==> src/rtl/ram_stream_writer.sv <==
// Stream-to-RAM write engine: accepts valid/ready beats and writes a programmed
// number of words to consecutive addresses from a base, wrapping modulo RAM_DEPTH.
module ram_stream_writer #(
  parameter int DATA_WIDTH = 32,
  parameter int ADDR_WIDTH = 8
) (
  input  logic                  clk,
  input  logic                  rst_n,
  input  logic                  start,
  input  logic [ADDR_WIDTH-1:0] base_addr,
  input  logic [ADDR_WIDTH:0]   length,
  input  logic                  abort,
  input  logic                  s_valid,
  output logic                  s_ready,
  input  logic [DATA_WIDTH-1:0] s_data,
  output logic                  wr_en,
  output logic [ADDR_WIDTH-1:0] wr_addr,
  output logic [DATA_WIDTH-1:0] wr_data,
  output logic                  busy,
  output logic                  done,
  output logic                  aborted,
  output logic [ADDR_WIDTH:0]   count
);

  localparam int RAM_DEPTH = 1 << ADDR_WIDTH;
  localparam logic [ADDR_WIDTH:0]   DEPTH_CNT = (ADDR_WIDTH + 1)'(RAM_DEPTH);
  localparam logic [ADDR_WIDTH:0]   CNT_ONE   = (ADDR_WIDTH + 1)'(1);
  localparam logic [ADDR_WIDTH-1:0] ADDR_ONE  = ADDR_WIDTH'(1);

  typedef enum logic [1:0] {
    IDLE  = 2'd0,
    WRITE = 2'd1,
    DONE  = 2'd2
  } state_t;

  state_t                  state_reg;
  logic [ADDR_WIDTH-1:0]   ptr_reg;
  logic [ADDR_WIDTH:0]     remaining_reg;
  logic [ADDR_WIDTH:0]     count_reg;
  logic                    wr_en_reg;
  logic [ADDR_WIDTH-1:0]   wr_addr_reg;
  logic [DATA_WIDTH-1:0]   wr_data_reg;
  logic                    busy_reg;
  logic                    done_reg;
  logic                    aborted_reg;
  logic                    accept;

  // abort takes priority over a beat offered in the same cycle
  assign s_ready = (state_reg == WRITE) && !abort;
  assign accept  = s_valid && s_ready;

  always_ff @(posedge clk) begin
    if (!rst_n) begin
      state_reg     <= IDLE;
      ptr_reg       <= '0;
      remaining_reg <= '0;
      count_reg     <= '0;
      wr_en_reg     <= 1'b0;
      wr_addr_reg   <= '0;
      wr_data_reg   <= '0;
      busy_reg      <= 1'b0;
      done_reg      <= 1'b0;
      aborted_reg   <= 1'b0;
    end else begin
      wr_en_reg <= 1'b0;
      done_reg  <= 1'b0;
      case (state_reg)
        IDLE: begin
          if (start) begin
            ptr_reg       <= base_addr;
            remaining_reg <= (length > DEPTH_CNT) ? DEPTH_CNT : length;
            count_reg     <= '0;
            aborted_reg   <= 1'b0;
            busy_reg      <= 1'b1;
            if (length == '0) begin
              state_reg <= DONE;
              done_reg  <= 1'b1;
            end else begin
              state_reg <= WRITE;
            end
          end
        end
        WRITE: begin
          if (abort) begin
            state_reg   <= DONE;
            done_reg    <= 1'b1;
            aborted_reg <= 1'b1;
          end else if (accept) begin
            wr_en_reg     <= 1'b1;
            wr_addr_reg   <= ptr_reg;
            wr_data_reg   <= s_data;
            ptr_reg       <= ptr_reg + ADDR_ONE;
            count_reg     <= count_reg + CNT_ONE;
            remaining_reg <= remaining_reg - CNT_ONE;
            // the final write lands in the same cycle as the done pulse
            if (remaining_reg == CNT_ONE) begin
              state_reg <= DONE;
              done_reg  <= 1'b1;
            end
          end
        end
        DONE: begin
          state_reg <= IDLE;
          busy_reg  <= 1'b0;
        end
        default: begin
          state_reg <= IDLE;
          busy_reg  <= 1'b0;
        end
      endcase
    end
  end

  assign wr_en   = wr_en_reg;
  assign wr_addr = wr_addr_reg;
  assign wr_data = wr_data_reg;
  assign busy    = busy_reg;
  assign done    = done_reg;
  assign aborted = aborted_reg;
  assign count   = count_reg;

endmodule

==> config.mk <==
export PLATFORM = sky130hd
export DESIGN_NAME = ram_stream_writer
export DESIGN_NICKNAME = d
export VERILOG_FILES = /design/src/rtl/ram_stream_writer.sv
export SDC_FILE = /design/constraint.sdc
export NUM_CORES = 1
export LEC_CHECK = 0
export BUFFER_PORTS_ARGS = -buffer_cell sky130_fd_sc_hd__buf_4
export CELL_PAD_IN_SITES_DETAIL_PLACEMENT = 0
export CELL_PAD_IN_SITES_GLOBAL_PLACEMENT = 1
export CORE_AREA = 2 2 115 117
export CTS_CLUSTER_DIAMETER = 150
export DETAILED_ROUTE_END_ITERATION = 6
export DIE_AREA = 0 0 117 119
export GPL_ROUTABILITY_DRIVEN = 0
export GPL_TIMING_DRIVEN = 0
export PLACE_DENSITY = 0.58
export SETUP_SLACK_MARGIN = 0.1
export SLEW_MARGIN = 20
export SYNTH_ARGS = -nofsm -noshare
export SYNTH_HDL_FRONTEND = slang
export SYNTH_SLANG_ARGS = --single-unit
==> constraint.sdc <==
create_clock -name clk -period 2.16 [get_ports clk]
set_input_delay 0.432 -clock clk [delete_from_list [all_inputs] [get_ports clk]]
set_output_delay 0.432 -clock clk [all_outputs]
set_load 0.05 [all_outputs]
==> qor.yml <==
status: "finished, final reports clean"
ff_latch_area_um2: 1440
syn_avg_cell_area_um2: 8.01
grt_max_degree: 11
route.met3.wl_um: 451
path_clk_slew_ps: 60
initial_core_util_pct: 24.2
synth_top_area_share_pct: 46.3
clock_path_buffers: 2
drc: 0
cts_tree: "built"
final_cell_mix: "buf_4, nand2_1, dfxtp_1"
cts_resized: 0
reg2reg_slack_ps: 240
ff2ff_path_depth: 6
final_hold_viol_count: 0
syn_area_um2: 3110
worstMarginPinSlew_ps: 580
irDropWorstVdd_v: 0.000307
clkLatencyLatePin_ps: 330
io_pins: 108
fill_cells: 1378
fin_crit_sh_pct: 90.7
multi_input_area_um2: 1500
syn_to_final_growth_pct: 41.2
drtAntennaViolNets: 0
wl_um: 9620
synth_top_family_by_area: "simple AND/OR/NAND/NOR gates"
cts_root_buf: "clkbuf_16"
die_w_um: 117
critPathKind: "register to output pin"
diodes: 0
r2r-start: "remaining_reg[0]"
fmax_ghz: 0.511
final_util_pct: 34.2
nets: 564
synth_edf_count: 0
cts_max_level: 3
postCtsSetupBuffers: 0
synth_compound_area_share_pct: 20.5
gr-total-overflow: 0
netlist_instances: 389
max_slew_margin_pct: 61.3
cts_hold_buffers: 0
grtUsageTotal_pct: 14.0
min_path_type: "input pin to register"
yosys.area_share.simple_pct: 24.4
firstDrtPassIters: 4
p_per_area_nw_per_um2: 791
hp-start: "s_data[11]"
power_leakage_nw: 1.74
synth_xor_area_share_pct: 1.69
hpwl_um: 7050
min_to: "wr_data[11]"
grt_setup_unrepaired: "no"
synth_fa_ha_area_share_pct: 1.61
io_buffer_count: 106
cts_made_buffers: 9
synth_cell_types: 53
end_kind: "output pin"
ys.flop_type: "dfxtp_1"
grt_pass1_vias: 2919
core_area_um2: 12900
synth_top_area_cell: "dfxtp_1"
synthTopCellsByArea: "dfxtp_1, nand2_1, a21oi_1"
drtIter0Drc: 188
period_needed_ps: 1960
drive_gt1_share_pct: 26.7
vias: 3105
layout_commonest_cell: "buf_4"
cap_violations: 0
crit_fanout: 10
drv_slew: 0
drt-vias-per-instance: 4.53
dieArea_um2: 13900
critPathRequiredTime_ps: 1730
timing.rr.end: "remaining_reg[8]"
finalClockSkew_ps: 7.83
cts_sinks: 72
arrival_ps: 1530
setup_viol: 0
grt_pass1_wl_um: 15100
top_layer: "met4"
yosys_warnings: 0
wire_per_inst_um: 14.0
synthMuxAreaShare_pct: 0
core.rowCount: 42
synthArstFlopShare_pct: 0
fin_tns_setup_ps: 0
syn_nets: 447
yosysSeqAreaShare_pct: 46.3
wl_met1_um: 4460
synth_seq_cells: 72
critPathLaunchType: "register"
min_path_cells: 3
grt_antenna_before_repair: 0
chipHeight_um: 119
largest_reg_flops: 32
wl_met2_um: 4540
-- cells in the mapped netlist (2+ instances only) --
| cell type | number |
|---|---|
| a211oi_1 | 5 |
| a21oi_1 | 60 |
| a221oi_1 | 2 |
| a31oi_1 | 5 |
| and2_1 | 2 |
| and3_1 | 3 |
| buf_2 | 10 |
| buf_6 | 2 |
| clkbuf_1 | 13 |
| dfxtp_1 | 72 |
| ha_1 | 4 |
| inv_1 | 10 |
| nand2_1 | 90 |
| nand2b_1 | 2 |
| nand3_1 | 7 |
| nand4_1 | 4 |
| nor2_1 | 22 |
| nor2b_1 | 2 |
| nor3_1 | 10 |
| nor4_1 | 4 |
| o2111ai_1 | 2 |
| o21a_1 | 3 |
| o21ai_0 | 17 |
| o21bai_1 | 2 |
| o22ai_1 | 2 |
| or4_1 | 3 |
| xnor2_1 | 2 |
| xor2_1 | 4 |
-- logic make-up after synthesis --
family | Yosys count
compound gates | 109
xor+xnor | 6
fa+ha+maj | 4
buf+inv | 37
flops | 72
simple gates | 161
-- power by group --
group / switching (mW) / internal [mW] / leakage [nW]
clock: 0.537 / 0.836 / 0.130
sequential: 0.0646 / 1.40 / 0.585
combinational: 0.391 / 0.249 / 1.03
total: 0.993 / 2.48 / 1.74
-- final cells by class --
| cell class | instances | share of cell area (%) |
|---|---|---|
| inverter | 10 | 0.853 |
| timing repair buffer | 106 | 18.1 |
| multi-input combinational | 280 | 34.2 |
| clock buffer | 15 | 6.09 |
| sequential | 72 | 32.8 |
| buffer | 27 | 3.02 |
| tap | 176 | 5.01 |
-- worst max path at each step --
stage	to	depth (start not counted)	slack [ps]	startpoint
floorplan	state_reg[0]	6	320	state_reg[1]
global placement	wr_data[22]	5	30	rst_n
detailed placement	wr_data[22]	5	20	rst_n
CTS	s_ready	5	210	state_reg[1]
global route	remaining_reg[8]	6	110	remaining_reg[0]
finish	s_ready	5	200	state_reg[1]
-- worst max-delay path: stages, from the launching register on --
cell and delay (ps):
dfxtp_1 320, buf_6 140, nand2b_1 130, buf_2 180, nor2_1 190, buf_4 240
-- per-layer routing --
layer	vias to the layer above	track usage (%)
met5	-	0
met4	0	5.51
met3	12	3.26
met2	66	22.3
met1	1435	18.2
li1	1592	-
-- through the flow --
step	hold WS, ps	std cells	cell area, um2	power, mW	worst slack [ps]
floorplan	445	389	3110	1.89	316
global placement	445	671	4130	2.13	33.3
detailed placement	448	671	4130	2.14	19.7
CTS	336	686	4400	3.53	206
global route	338	686	4400	3.64	115
finish	349	686	4400	3.48	202
(Power assumes the default switching activity.)
